$ cat config.mk
export PLATFORM = sky130hd
export DESIGN_NAME = mpi_rx_unpacker
export DESIGN_NICKNAME = d
export VERILOG_FILES = /design/src/rtl/mpi_pkg.sv /design/src/rtl/mpi_skid2.sv /design/src/rtl/mpi_rx_unpacker.sv
export SDC_FILE = /design/constraint.sdc
export NUM_CORES = 1
export LEC_CHECK = 0
export ABC_AREA = 1
export BUFFER_PORTS_ARGS = -buffer_cell sky130_fd_sc_hd__buf_4
export CAP_MARGIN = 20
export CORE_MARGIN = 1.5
export CORE_UTILIZATION = 50
export DETAILED_ROUTE_END_ITERATION = 12
export PLACE_DENSITY_LB_ADDON = 0.25
export SLEW_MARGIN = 25
export SYNTH_ARGS = -nofsm -noshare
export SYNTH_HDL_FRONTEND = slang
export SYNTH_SLANG_ARGS = --single-unit
$ cat constraint.sdc
create_clock -name clock -period 2.6 [get_ports clock]
set_input_delay 0.52 -clock clock [delete_from_list [all_inputs] [get_ports clock]]
set_output_delay 0.52 -clock clock [all_outputs]
set_load 0.05 [all_outputs]
$ cat src/rtl/mpi_pkg.sv
// Shared types and constants for the MPI receive path: header layout, magic and FSM states.
package mpi_pkg;

  localparam int unsigned N_WORD    = 128;
  localparam int unsigned HDR_LEN_W = 16;

  // Header field positions inside a 128-bit header word; bits [63:0] are reserved.
  localparam int unsigned SRC_LSB   = 120;
  localparam int unsigned DST_LSB   = 112;
  localparam int unsigned TAG_LSB   = 96;
  localparam int unsigned LEN_LSB   = 80;
  localparam int unsigned MAGIC_LSB = 64;

  localparam logic [15:0] HDR_MAGIC = 16'hA5C3;

  typedef struct packed {
    logic [7:0]  src;
    logic [7:0]  dst;
    logic [15:0] tag;
    logic [15:0] len;
    logic [15:0] magic;
  } mpi_hdr_t;

  typedef enum logic [1:0] {
    IDLE,
    HDR,
    PAYLOAD,
    DROP
  } rx_state_t;

endpackage

$ cat src/rtl/mpi_skid2.sv
// Two-entry register FIFO that absorbs the one-cycle FIFO read latency.
// Entry 0 is always the head; simultaneous push and pop keep the count and the order.
module mpi_skid2 #(
  parameter int unsigned W = 128
) (
  input  logic         clock,
  input  logic         reset,
  input  logic         push,
  input  logic         pop,
  input  logic [W-1:0] din,
  output logic [1:0]   count,
  output logic [W-1:0] head
);

  logic [W-1:0] e0;
  logic [W-1:0] e1;

  // Storage and occupancy update.
  always_ff @(posedge clock) begin
    if (reset) begin
      count <= 2'd0;
      e0    <= '0;
      e1    <= '0;
    end else begin
      case ({push, pop})
        2'b10: begin
          if (count == 2'd0) e0 <= din;
          else               e1 <= din;
          count <= count + 2'd1;
        end
        2'b01: begin
          e0    <= e1;
          count <= count - 2'd1;
        end
        2'b11: begin
          if (count == 2'd1) begin
            e0 <= din;
          end else begin
            e0 <= e1;
            e1 <= din;
          end
        end
        default: ;
      endcase
    end
  end

  assign head = e0;

  // The read-request throttle guarantees a returning word always finds a free slot.
  assert property (@(posedge clock) disable iff (reset) !(push && (count == 2'd2)));

endmodule

$ cat src/rtl/mpi_rx_unpacker.sv
// Read-side consumer of the RX message FIFO: parses one header per message, streams payload
// words downstream with valid/ready/last, and discards messages addressed to other ranks.
// Optional statistics outputs are enabled by defining MPI_RX_STATS_EN.
module mpi_rx_unpacker
  import mpi_pkg::*;
#(
  parameter int unsigned N     = N_WORD,
  parameter int unsigned LEN_W = HDR_LEN_W
) (
  input  logic             clock,
  input  logic             reset,
  input  logic [N-1:0]     fifo_data,
  input  logic             fifo_valid,
  input  logic             fifo_empty,
  output logic             fifo_rd,
  input  logic [7:0]       my_rank,
  output logic             hdr_valid,
  input  logic             hdr_ready,
  output logic [7:0]       hdr_src,
  output logic [15:0]      hdr_tag,
  output logic [LEN_W-1:0] hdr_len,
  output logic [N-1:0]     pl_data,
  output logic             pl_valid,
  input  logic             pl_ready,
  output logic             pl_last,
  output logic             drop_pulse,
  output logic             err_pulse
`ifdef MPI_RX_STATS_EN
  ,
  output logic [31:0]      stat_msgs,
  output logic [31:0]      stat_drops,
  output logic [31:0]      stat_errs
`endif
);

  logic [1:0]       skid_count;
  logic [N-1:0]     head;
  logic             head_present;
  logic             pop;
  logic             inflight;
  mpi_hdr_t         hdr;

  rx_state_t        state, state_n;
  logic [LEN_W-1:0] remaining, remaining_n;
  logic [7:0]       src_q, src_n;
  logic [15:0]      tag_q, tag_n;
  logic [LEN_W-1:0] len_q, len_n;
  logic             drop_q, drop_n;
  logic             err_q, err_n;

  mpi_skid2 #(.W(N)) u_skid (
    .clock (clock),
    .reset (reset),
    .push  (fifo_valid),
    .pop   (pop),
    .din   (fifo_data),
    .count (skid_count),
    .head  (head)
  );

  assign head_present = (skid_count != 2'd0);

  assign hdr = '{src:   head[SRC_LSB   +: 8],
                 dst:   head[DST_LSB   +: 8],
                 tag:   head[TAG_LSB   +: 16],
                 len:   head[LEN_LSB   +: 16],
                 magic: head[MAGIC_LSB +: 16]};

  // Request a word only when a slot is guaranteed for it, counting the one already in flight.
  assign fifo_rd = !reset && !fifo_empty && ((skid_count + 2'(inflight)) < 2'd2);

  // Track whether a word is due back next cycle.
  always_ff @(posedge clock) begin
    if (reset) inflight <= 1'b0;
    else       inflight <= fifo_rd;
  end

  // FSM state and datapath registers.
  always_ff @(posedge clock) begin
    if (reset) begin
      state     <= IDLE;
      remaining <= '0;
      src_q     <= '0;
      tag_q     <= '0;
      len_q     <= '0;
      drop_q    <= 1'b0;
      err_q     <= 1'b0;
    end else begin
      state     <= state_n;
      remaining <= remaining_n;
      src_q     <= src_n;
      tag_q     <= tag_n;
      len_q     <= len_n;
      drop_q    <= drop_n;
      err_q     <= err_n;
    end
  end

  // Next-state logic: header parse, header handoff, payload stream, discard.
  always_comb begin
    state_n     = state;
    remaining_n = remaining;
    src_n       = src_q;
    tag_n       = tag_q;
    len_n       = len_q;
    drop_n      = 1'b0;
    err_n       = 1'b0;
    pop         = 1'b0;
    case (state)
      IDLE: begin
        if (head_present) begin
          pop = 1'b1;
          if (hdr.magic != HDR_MAGIC) begin
            err_n = 1'b1;
          end else if (hdr.dst != my_rank) begin
            drop_n      = 1'b1;
            remaining_n = LEN_W'(hdr.len);
            if (hdr.len != 16'd0) state_n = DROP;
          end else begin
            src_n       = hdr.src;
            tag_n       = hdr.tag;
            len_n       = LEN_W'(hdr.len);
            remaining_n = LEN_W'(hdr.len);
            state_n     = HDR;
          end
        end
      end
      HDR: begin
        if (hdr_ready) state_n = (len_q == '0) ? IDLE : PAYLOAD;
      end
      PAYLOAD: begin
        if (head_present && pl_ready) begin
          pop         = 1'b1;
          remaining_n = remaining - LEN_W'(1);
          if (remaining == LEN_W'(1)) state_n = IDLE;
        end
      end
      DROP: begin
        if (head_present) begin
          pop         = 1'b1;
          remaining_n = remaining - LEN_W'(1);
          if (remaining == LEN_W'(1)) state_n = IDLE;
        end
      end
      default: state_n = IDLE;
    endcase
  end

  assign hdr_valid  = (state == HDR);
  assign hdr_src    = src_q;
  assign hdr_tag    = tag_q;
  assign hdr_len    = len_q;
  assign pl_valid   = (state == PAYLOAD) && head_present;
  assign pl_data    = pl_valid ? head : '0;
  assign pl_last    = pl_valid && (remaining == LEN_W'(1));
  assign drop_pulse = drop_q;
  assign err_pulse  = err_q;

`ifdef MPI_RX_STATS_EN
  // Saturating event counters.
  always_ff @(posedge clock) begin
    if (reset) begin
      stat_msgs  <= '0;
      stat_drops <= '0;
      stat_errs  <= '0;
    end else begin
      if (hdr_valid && hdr_ready && (stat_msgs != 32'hFFFF_FFFF)) stat_msgs <= stat_msgs + 32'd1;
      if (drop_n && (stat_drops != 32'hFFFF_FFFF)) stat_drops <= stat_drops + 32'd1;
      if (err_n && (stat_errs != 32'hFFFF_FFFF)) stat_errs <= stat_errs + 32'd1;
    end
  end
`endif

endmodule
Word level (Yosys, flattened, before mapping)
Index checks and enable logic that the tools add are counted.
{"block": "word_totals", "reg_bits": 319, "input_bits": 142, "out_inout_bits": 174, "elab_cells": 91}
{"block": "classes", "n_addsub": 4, "magnitude_cmp": 1, "eq_ne": 19, "muxes": 28, "bitwise": 4, "n_reduce_logical": 24}
{"op": "$mux W128", "n": 5}
{"op": "$pmux W128 S3", "n": 1}
{"op": "$pmux W128 S2", "n": 1}
{"op": "$mux W16", "n": 4}
{"op": "$pmux W16 S3", "n": 1}
{"op": "$mux W2", "n": 9}
{"op": "$eq A16 B1 Y1 const B", "n": 1}
{"op": "$logic_not A16 Y1", "n": 1}
{"op": "$ne A16 B16 Y1 const B", "n": 1}
{"op": "$reduce_bool A16 Y1", "n": 1}
{"op": "$sub A16 B1 Y16 const B", "n": 1}
{"op": "$ne A2 B2 Y1 const B", "n": 6}
{"op": "$eq A2 B2 Y1 const B", "n": 4}
{"op": "$ne A8 B8 Y1", "n": 1}
{"op": "$pmux W2 S4", "n": 1}
{"op": "$eq A2 B1 Y1 const B", "n": 3}
{"op": "$reduce_and A6 Y1", "n": 1}
{"op": "$reduce_bool A2 Y1", "n": 3}
{"op": "$reduce_bool A3 Y1", "n": 2}
{"op": "$logic_and A1 B1 Y1", "n": 5}
{"op": "$reduce_and A5 Y1", "n": 1}
{"op": "$logic_not A2 Y1", "n": 2}
{"op": "$mux W1", "n": 4}
{"op": "$ne A2 B1 Y1 const B", "n": 2}
{"op": "other kinds (15)", "n": 19}

Depth between registers and ports, before layout
Gate-level depths: netlist of the first run.
{"block": "depth", "ltp_word": 7, "mapped_depth": 14}

Cells and area by module
A second synthesis of the first run with hierarchy kept.
{"block": "hier_totals", "cells_unflattened": 2820, "hier_area_um2": 17237.8}
{"mod": "mpi_skid2", "instances": 1, "cells_per_inst": 1992, "area_each_um2": 12822.3, "seq_area_each_um2": 5165.0}
{"mod": "mpi_rx_unpacker", "instances": 1, "cells_per_inst": 828, "area_each_um2": 4415.5, "seq_area_each_um2": 1221.2}

Worst setup path after synthesis of the first run
Ideal clock, no wire load.
{"block": "synth_path", "path_type": "register to output", "start": "register u_skid.count[0]", "end": "output port pl_data[117]", "arrival_ns": 2.633, "t_required_ns": 2.080, "slack_ns": -0.553, "path_stages_with_launch": 8, "path_buffers": 2, "path_cell_list": "dfxtp_1 inv_1 ha_1 nor2_1 inv_1 clkbuf_1 clkbuf_1 nor2_1"}
{"block": "synth_via", "elab_chain_cells": 3}
{"element": "start: declaration", "line_no": "mpi_skid2.sv:11", "source": "output logic [1:0] count,"}
{"element": "start signal: assignment", "line_no": "mpi_skid2.sv:29", "source": "count <= count + 2'd1;"}
{"element": "start signal: assignment", "line_no": "mpi_skid2.sv:33", "source": "count <= count - 2'd1;"}
{"element": "$reduce_bool A2 Y1", "line_no": "mpi_rx_unpacker.sv:61", "source": "assign head_present = (skid_count != 2'd0);"}
{"element": "$logic_and A1 B1 Y1", "line_no": "mpi_rx_unpacker.sv:153", "source": "assign pl_valid = (state == PAYLOAD) && head_present;"}
{"element": "named net pl_valid", "line_no": "mpi_rx_unpacker.sv:23", "source": "output logic pl_valid,"}
{"element": "$mux W128", "line_no": "mpi_rx_unpacker.sv:154", "source": "assign pl_data = pl_valid ? head : '0;"}
{"element": "end: declaration", "line_no": "mpi_rx_unpacker.sv:22", "source": "output logic [N-1:0] pl_data,"}
The timed path passes the listed nets, and every way through them passes these cells.

Worst setup path in the final report of the first run
{"block": "layout_path", "start": "register state[0]", "end": "output port pl_data[126]"}
{"block": "layout_via", "elab_chain_cells": 3}
{"element": "start: declaration", "line_no": "mpi_rx_unpacker.sv:43", "source": "rx_state_t state, state_n;"}
{"element": "start signal: assignment", "line_no": "mpi_rx_unpacker.sv:89", "source": "state <= state_n;"}
{"element": "$eq A2 B2 Y1", "line_no": "mpi_rx_unpacker.sv:153"}
{"element": "$logic_and A1 B1 Y1", "line_no": "mpi_rx_unpacker.sv:153"}
{"element": "$mux W128", "line_no": "mpi_rx_unpacker.sv:154"}
Every way passes these cells.

==> impl.org, run 1 <==
** Status
- Result of the run :: completed

** Critical path
- In this run the critical register-to-register path is launched from state[1].
- Worst setup path startpoint :: state[0]
- Element type at the critical path end :: output port
- Kind of start point of the critical path :: flip-flop
- Along the worst path, the maximum fanout reaches 18.
- For the worst setup path, the data arrival time is 2.07 ns.
- Capture instance of the worst register-to-register path :: u_skid.head[120]
- The critical path is of the reg2out type.
- For the worst flop-to-flop path, the logic depth is 9.
- Across all register-to-register paths, the minimum setup slack is 0.31 ns.
- For the worst setup path, the data required time is 2.08 ns.

** Detailed routing
- The final route contains 15000 vias.
- The final layout contains routed wiring with a total length of 44600 um.
- Starting DRT DRC Count :: 1195
- Initial DRT Pass Iterations :: 5
- The detail route stage leaves a number of antenna-violating nets equal to 0.
- Count of unresolved DRC violations after routing :: 0
- Vias per Instance :: 5.13
- Dividing the detail-routed wire length by the instance count gives 15.3 um.

** Placed design
- Cell area after placement :: 17900 um2
- Buffers placed on the I/O ports in this run total 315.
- The congestion estimate from routability-driven global placement came to 0.863.
- Hpwl dp :: 28300 um

** Synthesis
- Net count after synthesis :: 2411
- In this run, distinct cell masters in the synthesized netlist total 34.
- Cells after synthesis :: 2261
- Post-synthesis average cell area :: 6.81 um2
- The mapped netlist covers 15400 um2.
- The share of the Yosys chip area taken by registers is 41.5%.
- Yosys printed 0 warnings.
- #FFs+latches synth :: 319

** Power and ir drop
- The internal power of the cells totals 13300 uW.
- Across the VDD grid, the largest voltage drop is 1.38 mV.
- In this run the power spent charging and discharging nets is 11000 uW.
- Seq pwr share :: 31.0%
- Comb power frac :: 49.1%
- The completed layout was analyzed and its total power is 24200 uW.
- In this run the power density over the cells is 1210 nW/um2.
- The analysis attributes to cell leakage a power of 0.00913 uW.
- Net switching is 45.2% of the power.
- The share of total power dissipated in the clock network is 20.0%.

** Die
- Width of the die :: 178 um
- Die Height :: 178 um
- For this design the top-level I/O count stands at 316.
- The initial utilization of the core area, before any placement, comes to 50.6%.
- The core region is 30400 um2.
- The floorplan step defined a die boundary enclosing 31800 um2.
- Core Rows :: 64

** GRT
- Entering global routing, the biggest net connects 129 pins.
- Total overflow reported by the global router :: 0
- Initial antenna violation count :: 2
- Via count of the first global-routing pass :: 13700
- The first global-routing pass estimated 67800 um of wire.
- Global routing usage summed across all routing layers :: 26.2%

** Timing
- On the final layout, the worst clock skew is 0.0162 ns.
- The routed design could run at a clock period as short as 2.59 ns.
- Setup repair after global routing could not meet its margin everywhere.
- Setup TNS Final :: 0 ns
- For the pin with the worst max-slew slack, the measured transition is 0.799 ns.
- Setup violations remaining at the end of the flow were counted as 0.
- The worst path uses 99.6% of the clock period.
- Headroom to the max-slew limit came out at 46.7%.
- Number of pins with negative max-slew slack in the final report :: 0
- Maximum operating frequency :: 386 MHz
- Hold Violations, Final :: 0

** CTS
- TritonCTS built the clock tree.
- The clock passes through at most 3 buffers.
- The number of clock buffers added by TritonCTS is 36.
- The tree built by TritonCTS fans out to 319 sinks.
- For the worst-skew pair, the clock arrives at the later sink with an insertion delay of 0.51 ns.
- CTS H-tree lvls :: 2
- Hold repair after CTS inserted 0 buffers.
- Root buf cell :: sky130_fd_sc_hd__clkbuf_16
- After clock tree synthesis, the clock-pin slew on the worst setup and hold paths is 0.06 ns.

** Min path
- The worst hold path passes through 2 cells.
- Endpoint with the worst hold slack :: inflight
- The worst hold path begins at fifo_empty.
- Path category of the worst min-delay check :: in2reg

** Finish
- Utilization after layout :: 65.5%
- Counting the fill cells in the layout gives 2677.
- Count of nets after finishing :: 2647
- Area growth, synth to finish :: 29.5%
- Cells with a size suffix above 1 make up 25.6% of the layout.
- After routing the design area is 19900 um2.

** Run
- Total of max-cap violations :: 0
==> synthesized netlist by cell type <==
library cell               number  share of area [%]
sky130_fd_sc_hd__inv_1        333                8.1
sky130_fd_sc_hd__nor4_1         4               0.16
sky130_fd_sc_hd__nand4_1        6               0.24
sky130_fd_sc_hd__nand2_4        1              0.073
sky130_fd_sc_hd__nand2_1      365                8.9
sky130_fd_sc_hd__xnor2_1        4               0.23
sky130_fd_sc_hd__nand2_2       62                2.5
sky130_fd_sc_hd__or2_2          1              0.041
sky130_fd_sc_hd__nand3_2        1              0.065
sky130_fd_sc_hd__nor2_1       272                6.6
sky130_fd_sc_hd__o21ai_1        1              0.032
sky130_fd_sc_hd__nand3b_4       1               0.13
sky130_fd_sc_hd__nor3_1         4               0.13
sky130_fd_sc_hd__o21ai_0      277                9.0
sky130_fd_sc_hd__buf_2         41                1.3
sky130_fd_sc_hd__buf_6         21                1.5
sky130_fd_sc_hd__o22ai_2        1              0.081
sky130_fd_sc_hd__xor2_1         1              0.057
sky130_fd_sc_hd__clkbuf_2      12               0.39
sky130_fd_sc_hd__dfxtp_1      319                 41
sky130_fd_sc_hd__nor3b_1        1              0.049
sky130_fd_sc_hd__nand3b_1       2              0.098
sky130_fd_sc_hd__a21oi_1      219                7.1
sky130_fd_sc_hd__inv_4          1              0.041
sky130_fd_sc_hd__clkinv_1       1              0.024
sky130_fd_sc_hd__o21ai_2        1              0.057
sky130_fd_sc_hd__a31oi_1        1              0.041
sky130_fd_sc_hd__inv_2          2              0.049
sky130_fd_sc_hd__nand3_1      152                4.9
sky130_fd_sc_hd__buf_8          2               0.20
sky130_fd_sc_hd__a21oi_2       60                3.4
sky130_fd_sc_hd__clkbuf_1      80                2.0
sky130_fd_sc_hd__buf_4          4               0.20
sky130_fd_sc_hd__ha_1           8               0.65
==> registers in the layout, indices dropped and copies added, names as in the netlist <==
register and count:
err_pulse 1, hdr_tag 16, hdr_len 16, state 2
inflight 1, hdr_src 8, u_skid.e1 128, drop_pulse 1
remaining 16, u_skid.count 2, u_skid.head 128
==> timing repair <==
action / CTS / global route
setup buffers: 1 / 3
gates resized for setup: 11 / 218
pin swaps: 1 / 0
setup endpoints to repair: 112 / 120
cloned: 1 / 5
==> cells in the final DEF, fill, tap and decap left out, drive strengths merged <==
cell,count
a21oi,279
a31oi,1
clkbuf,56
xnor2,4
nor3b,1
nand3,153
xor2,1
clkinv,7
nor3,4
nand2,428
nor2,272
nor4,4
buf,353
diode,2
nand4,6
nand3b,3
ha,8
o21ai,279
or2,1
dfxtp,319
o22ai,1
inv,340
==> metal layers <==
layer	vias to the layer above	routed length [um]	track usage [%]
li1	7575	-	-
met1	6832	19300	34.2
met2	482	20900	43.1
met3	80	3200	5.71
met4	0	1140	8.51
met5	-	0	0
==> kinds of logic after synthesis <==
logic type,share of synthesized area (%)
and+or+nand+nor,24.0
buffers and inverters,13.8
AOI/OAI and AO/OA,19.8
DFF,41.5
adders and majority gates,0.650
xor gates and xnor gates,0.284
==> power groups by stage <==
stage / clock [uW] / combinational (uW) / sequential, uW
floorplan: 0 / 9180 / 7260
global placement: 0 / 11000 / 7490
detailed placement: 0 / 11300 / 7550
CTS: 4900 / 11500 / 7470
global route: 5120 / 13300 / 7670
finish: 4830 / 11900 / 7510
==> critical path: stages, from the launching register on <==
cell	delay, ns
sky130_fd_sc_hd__dfxtp_2	0.34
sky130_fd_sc_hd__inv_2	0.09
sky130_fd_sc_hd__ha_4	0.14
sky130_fd_sc_hd__inv_2	0.06
sky130_fd_sc_hd__nor2_4	0.25
sky130_fd_sc_hd__clkinv_8	0.17
sky130_fd_sc_hd__buf_16	0.20
sky130_fd_sc_hd__nor2_1	0.13
sky130_fd_sc_hd__buf_6	0.18
==> how the worst max path moves through the flow <==
stage / end / cells after the start / slack, ns
final: pl_data[126] / 8 / 0.01
after global routing: pl_data[75] / 8 / -0.09
after CTS: pl_data[104] / 8 / -0.008
after detailed placement: u_skid.head[120] / 11 / 0.23
after global placement: u_skid.head[120] / 11 / 0.30
after floorplan: pl_data[117] / 7 / -0.13
==> metrics by stage <==
stage / worst slack (ns) / hold slack, ns / instances
2_1_floorplan: -0.131 / 0.449 / 2261
3_3_place_gp: 0.304 / 0.466 / 2845
3_5_place_dp: 0.227 / 0.472 / 2845
4_1_cts: -0.00757 / 0.186 / 2908
5_1_grt: -0.0936 / 0.189 / 2918
6_report: 0.0108 / 0.197 / 2918
==> layout make-up <==
type                       instances  area (um2)  area share, %
timing repair buffer             355        3390           17.0
tap                              396         495           2.48
antenna                            2        5.00         0.0251
sequential                       319        6390           32.0
clock buffer                      54        1070           5.37
timing repair inverter             3        23.8          0.119
inverter                         337        1280           6.43
clock inverter                     7        46.3          0.232
multi-input combinational       1445        7240           36.3
No activity file was read; power rests on OpenSTA's default activity.
==> run 2, diff against run 1 <==
--- a/config.mk
+++ b/config.mk
@@ -8,8 +8,10 @@
 export ABC_AREA = 1
 export BUFFER_PORTS_ARGS = -buffer_cell sky130_fd_sc_hd__buf_4
 export CAP_MARGIN = 20
+export CELL_PAD_IN_SITES_DETAIL_PLACEMENT = 1
+export CELL_PAD_IN_SITES_GLOBAL_PLACEMENT = 1
 export CORE_MARGIN = 1.5
-export CORE_UTILIZATION = 50
+export CORE_UTILIZATION = 39
 export DETAILED_ROUTE_END_ITERATION = 12
 export PLACE_DENSITY_LB_ADDON = 0.25
 export SLEW_MARGIN = 25
==> impl.org, run 2 (synthesis results as in run 1) <==
** GRT
- Global routing used 25.4% of the available tracks.
- Entering global routing, the biggest net connects 117 pins.
- Initial antenna violation count :: 7
- Summed over all layers, the global routing overflow is 0.
- Via count of the first global-routing pass :: 16000
- The first global-routing pass estimated 84100 um of wire.

** Die
- After floorplanning, the core was sized to cover 38800 um2.
- In this run the vertical extent of the chip is 202 um.
- Total Die Area :: 40700 um2
- Once the floorplan was initialized, standard cells occupied 39.6% of the core.
- Count of boundary I/O pins :: 316
- Core Rows :: 72
- From left edge to right edge, the die measures 202 um.

** Detailed routing
- Initial DRT Pass Iterations :: 5
- Final antenna-violating net count :: 0
- Count of unresolved DRC violations after routing :: 0
- Starting DRT DRC Count :: 627
- In the final routed layout, each cell accounts on average for 17.2 um.
- Vias :: 15500
- Dividing the detail-routed via count by the number of cells gives 5.08.
- WL final :: 52400 um

** Timing
- Setup violations remaining at the end of the flow were counted as 0.
- Maximum operating frequency :: 391 MHz
- In this run the tightest slew margin relative to its limit is 40.3%.
- Setup TNS Final :: 0 ns
- The final max-slew violation count was 0.
- In the post-route analysis, the smallest setup slack over all paths is 0.0444 ns.
- Worst setup skew after layout :: 0.0113 ns
- Final worst path period need :: 2.56 ns
- At the pin with the least slew margin, the transition time is 0.892 ns.
- Final clock period utilization by the worst path :: 98.3%
- Setup repair after global routing could not meet its margin everywhere.
- Hold Violations, Final :: 0

** Min path
- The path class of the tightest hold or removal check is in2reg.

** Finish
- Fill cells in the final layout number 4969.
- Commonest non-fill, non-tap cells in the layout :: sky130_fd_sc_hd__nand2_1 (365), sky130_fd_sc_hd__inv_1 (330), sky130_fd_sc_hd__dfxtp_1 (318), sky130_fd_sc_hd__o21ai_0 (277), sky130_fd_sc_hd__buf_4 (269)
- At the end of the flow, the number of nets in the layout was 2645.
- In the final layout, the share of cells above drive strength 1 is 24.2%.
- Cells fill 51.0% of the core in the end.
- The library cell used most frequently in the layout, excluding fill and tap cells, is sky130_fd_sc_hd__nand2_1.
- Final instance count without filler cells :: 3043
- Compared with the post-synthesis result, the final layout area differs by 28.7%.

** CTS
- CTS buffer count :: 38
- CTS built an H-tree with a depth of 2.
- Clock tree from TritonCTS :: done
- Skew-Pair Late Insertion Delay :: 0.55 ns
- Hold repair after CTS inserted 0 buffers.
- CTS sink count :: 319
- Root buf cell :: sky130_fd_sc_hd__clkbuf_16
- The longest clock path from root to sink contains 3 buffers.
- After clock tree synthesis, the clock-pin slew on the worst setup and hold paths is 0.06 ns.

** Power and ir drop
- Worst voltage drop across the vdd grid :: 0.824 mV
- Power consumption :: 25000 uW
- In this run the static leakage power is 0.00911 uW.
- Ratio of total power to cell area :: 1260 nW/um2

** Status
- Result of the run :: completed

** Placed design
- The number of placed instances, taps included, is 2970.
- Hpwl dp :: 34800 um
- The congestion estimate from routability-driven global placement came to 0.847.
- Setup WS pre-CTS :: 0.198 ns
- Count of buffers inserted at the top-level ports :: 315

** Critical path
- The worst setup path is launched from a flip-flop.
- Path type of the worst setup path :: reg2out
- Data on the critical path is required at its endpoint by 2.08 ns.
- Of all nets on the critical path, the largest fanout is 21.
- Element type at the critical path end :: output port
- For the worst setup path, the data arrival time is 2.04 ns.

** Run
- Across the run, the number of max-cap violations was 0.
==> run 2: cell count changes in the layout (fill, tap and decap cells not counted), moves of 2 or more <==
cell,change
sky130_fd_sc_hd__buf_4,+52
sky130_fd_sc_hd__buf_6,-50
sky130_fd_sc_hd__buf_8,-3
sky130_fd_sc_hd__bufinv_16,+2
sky130_fd_sc_hd__clkbuf_1,+2
sky130_fd_sc_hd__clkinv_2,+2
sky130_fd_sc_hd__diode_2,+2
sky130_fd_sc_hd__inv_1,+2
sky130_fd_sc_hd__inv_2,-2
sky130_fd_sc_hd__inv_6,-3
sky130_fd_sc_hd__nor2_1,+33
sky130_fd_sc_hd__nor2_2,-27
sky130_fd_sc_hd__nor2_4,-6
==> run 2: worst max-delay path, stage by stage (launching register included) <==
cell	delay (ns)
sky130_fd_sc_hd__dfxtp_1	0.33
sky130_fd_sc_hd__inv_1	0.10
sky130_fd_sc_hd__ha_2	0.20
sky130_fd_sc_hd__inv_2	0.06
sky130_fd_sc_hd__nor2_4	0.15
sky130_fd_sc_hd__inv_8	0.11
sky130_fd_sc_hd__buf_16	0.18
sky130_fd_sc_hd__nor2_1	0.16
sky130_fd_sc_hd__buf_6	0.19
==> run 2: final cells by class <==
| type | count | area, um2 | share of cell area [%] |
|---|---|---|---|
| clock buffers | 57 | 1110 | 5.62 |
| repair buffers | 353 | 3150 | 15.9 |
| inverters | 337 | 1280 | 6.45 |
| repair inverters | 1 | 6.26 | 0.0316 |
| clock inverters | 9 | 98.8 | 0.499 |
| well taps | 518 | 648 | 3.27 |
| multi-input cells | 1445 | 7120 | 35.9 |
| flip-flops and latches | 319 | 6390 | 32.2 |
| diodes | 4 | 10.0 | 0.0505 |
==> run 2: repair_timing <==
item,CTS,global route
setup buffers,1,0
cloned,2,0
pin swaps,1,1
gates resized for setup,52,76
setup endpoints to repair,121,111
==> run 2: worst paths after layout <==
kind,from,end,slack [ns],cells after the start
min reg2reg,u_skid.e1[120],u_skid.e1[120],0.48,2
max,state[0],pl_data[91],0.04,8
max reg2reg,u_skid.count[0],u_skid.head[44],0.38,10
min,fifo_empty,inflight,0.16,2
==> run 2: routing by layer <==
layer	track usage (%)	wire length (um)
met1	31.8	22800
met3	5.33	2650
met2	43.4	25900
met5	0	48
met4	8.69	1090
==> run 2: power by group <==
| group | leakage [uW] | switching, uW | internal, uW | total, uW |
|---|---|---|---|---|
| logic | 0.00589 | 8250 | 3890 | 12100 |
| registers | 0.00262 | 1040 | 6540 | 7580 |
| clock network | 0.000600 | 2130 | 3150 | 5280 |
==> run 2: per-stage QoR <==
step / instance area [um2] / hold WS (ns)
after global routing: 19800 / 0.157
after floorplan: 15400 / 0.449
after global placement: 18100 / 0.466
after CTS: 19500 / 0.143
after detailed placement: 18100 / 0.476
final: 19800 / 0.163
==> run 3, diff against run 2 <==
--- a/config.mk
+++ b/config.mk
@@ -13,7 +13,7 @@
 export CORE_MARGIN = 1.5
 export CORE_UTILIZATION = 39
 export DETAILED_ROUTE_END_ITERATION = 12
-export PLACE_DENSITY_LB_ADDON = 0.25
+export PLACE_DENSITY_LB_ADDON = 0.1
 export SLEW_MARGIN = 25
 export SYNTH_ARGS = -nofsm -noshare
 export SYNTH_HDL_FRONTEND = slang
==> impl.org, run 3 (synthesis results as in run 1) <==
** Timing
- For the pin with the worst max-slew slack, the measured transition is 0.702 ns.
- On the final layout, the worst clock skew is 0.0140 ns.
- Timing would allow up to 387 MHz.
- The worst path meets setup with 0.0179 ns of slack.
- Headroom to the max-slew limit came out at 53.1%.
- The worst path in the final design needs a cycle of 2.58 ns, including I/O delays and setup.
- Setup violations remaining at the end of the flow were counted as 0.
- Number of pins with negative max-slew slack in the final report :: 0
- Summed over all failing endpoints, the final setup total negative slack is 0 ns.
- Hold Violations, Final :: 0
- Final clock period utilization by the worst path :: 99.3%
- Setup repair after global routing could not meet its margin everywhere.

** Power and ir drop
- The share of total power dissipated in combinational logic is 48.6%.
- Sequential cells account for 29.5% of the total power.
- The internal power of the cells totals 13900 uW.
- Leak Pwr :: 0.00933 uW
- Total power for the finished layout comes to 25600 uW.
- Ratio of total power to cell area :: 1250 nW/um2
- In this run, the clock network consumes 21.9% of the power.
- IR analysis of the VDD net gives a maximum drop of 0.808 mV.
- Net Switching :: 11700 uW
- Net switching is 45.6% of the power.

** CTS
- CTS sink count :: 319
- Skew-Pair Late Insertion Delay :: 0.55 ns
- Number of buffers on the longest clock path :: 3
- The tree is rooted in a sky130_fd_sc_hd__clkbuf_16.
- The clock tree synthesis step divided the H-tree into 2 levels.
- Clock tree from TritonCTS :: done
- CTS buffer count :: 38
- After clock tree synthesis, the clock-pin slew on the worst setup and hold paths is 0.06 ns.

** Placed design
- Setup WS pre-CTS :: 0.138 ns
- Final weighted congestion in routability-driven placement :: 0.822
- Buffers placed on the I/O ports in this run total 315.
- Cell area after placement :: 18100 um2
- Counting tap cells, the placed design contains a total of 2969 instances.
- The HPWL after detailed placement is 34200 um.

** Finish
- Commonest non-fill, non-tap cell in the layout :: sky130_fd_sc_hd__nand2_1
- Cells with a size suffix above 1 make up 27.0% of the layout.
- Commonest non-fill, non-tap cells in the layout :: sky130_fd_sc_hd__nand2_1 (365), sky130_fd_sc_hd__inv_1 (327), sky130_fd_sc_hd__dfxtp_1 (315), sky130_fd_sc_hd__o21ai_0 (277), sky130_fd_sc_hd__buf_4 (221)
- After routing the design area is 20600 um2.
- Relative to the synthesized area, the layout overhead comes to 33.8%.
- Count of nets after finishing :: 2662
- The finished layout holds 3060 standard cells, fillers aside.
- Fill cells in the final layout number 4884.

** Min path
- The worst hold path terminates at inflight.
- Hold Crit Depth :: 2
- The min-delay analysis places its worst path in the category in2reg.
- The worst hold path begins at fifo_empty.

** GRT
- Global routing usage summed across all routing layers :: 25.4%
- Initial antenna violation count :: 6
- Via count of the first global-routing pass :: 15800
- First-pass GRT wire length :: 83600 um
- Largest net degree at the start of global routing :: 87
- The total overflow left after global routing is 0.

** Critical path
- Worst Path Arrival :: 2.06 ns
- By startpoint and endpoint, the worst setup path is classified as reg2out.
- In this run the worst setup path begins at u_skid.count[0].
- Required time of the critical path :: 2.08 ns
- Start of the worst register-to-register path :: state[1]
- Across all register-to-register paths, the minimum setup slack is 0.30 ns.
- For the worst flop-to-flop path, the logic depth is 9.
- The endpoint identified for the worst register-to-register timing path is u_skid.head[26].
- STA classifies the critical path startpoint as a flip-flop.
- CP Max Fanout :: 10
- The worst setup path is captured at an output port.

** Die
- Pin placement for this block handled 316 I/O pins.
- Width of the die :: 202 um
- The core region is 38800 um2.
- Starting Density :: 39.6%
- Row generation in the floorplan step produced 72 rows.
- Die Height :: 202 um
- The floorplan step defined a die boundary enclosing 40700 um2.

** Status
- Result of the run :: completed

** Detailed routing
- The first routing iteration left 791 violations.
- Across all layers, the routed design uses 15400 vias.
- Dividing the detail-routed via count by the number of cells gives 5.04.
- Before antenna repair, the detailed router went through 5 iterations.
- WL final :: 53900 um
- In this run the remaining antenna-violating nets after routing total 0.
- In the routed design, unresolved DRC markers number 0.
- WL/cell :: 17.6 um

** Run
- Across the run, the number of max-cap violations was 0.
run 3: layer usage:
metal	wire length (um)	GRT usage, %	part of all wire [%]
met5	13	0	0.024
met4	1310	7.62	2.4
met3	2780	5.49	5.2
met2	25800	42.8	48
met1	24100	32.4	45
run 3: through the flow:
| step | util [%] | hold slack [ns] |
|---|---|---|
| after detailed placement | 46.6 | 0.474 |
| after global placement | 46.6 | 0.467 |
| after global routing | 53.0 | 0.142 |
| after floorplan | - | 0.449 |
| final | 53.0 | 0.157 |
| after CTS | 51.7 | 0.128 |
run 3: cell type report:
cell class	count	area (um2)	area share [%]
diodes	5	12.5	0.0608
clock buffers	51	1080	5.25
clock inverters	14	205	0.997
inverters	337	1280	6.23
multi-input cells	1445	7330	35.6
flip-flops and latches	319	6390	31.1
well taps	518	648	3.15
repair buffers	369	3600	17.5
repair inverters	2	25.0	0.122
run 3: how the worst max path moves through the flow:
| stage | cells after the start | to | slack (ns) |
|---|---|---|---|
| floorplan | 7 | pl_data[117] | -0.13 |
| global placement | 11 | u_skid.head[63] | 0.26 |
| detailed placement | 11 | u_skid.head[47] | 0.14 |
| CTS | 8 | pl_data[92] | -0.06 |
| global route | 9 | pl_data[40] | -0.06 |
| finish | 9 | pl_data[40] | 0.02 |
run 3: power groups by stage:
| stage | Combinational, uW | Sequential [uW] | Clock [uW] |
|---|---|---|---|
| detailed placement | 11800 | 7620 | 0 |
| finish | 12500 | 7580 | 5600 |
| global route | 14000 | 7770 | 5920 |
| floorplan | 9180 | 7260 | 0 |
| CTS | 12200 | 7560 | 5710 |
| global placement | 11400 | 7550 | 0 |
run 3: worst max-delay path: stages (launching register included):
cell and delay (ns):
sky130_fd_sc_hd__dfxtp_4 0.37, sky130_fd_sc_hd__inv_2 0.06, sky130_fd_sc_hd__ha_4 0.17, sky130_fd_sc_hd__nor2_4 0.12, sky130_fd_sc_hd__buf_12 0.14, sky130_fd_sc_hd__buf_12 0.11
sky130_fd_sc_hd__inv_12 0.06, sky130_fd_sc_hd__buf_16 0.15, sky130_fd_sc_hd__nor2_1 0.13, sky130_fd_sc_hd__buf_6 0.18
run 3: what timing repair did:
item,in CTS,in global routing
gates cloned,1,9
pin swaps,1,3
hold buffers,0,0
endpoints found under the setup margin,122,128
resized for setup,181,82
buffers inserted,5,6
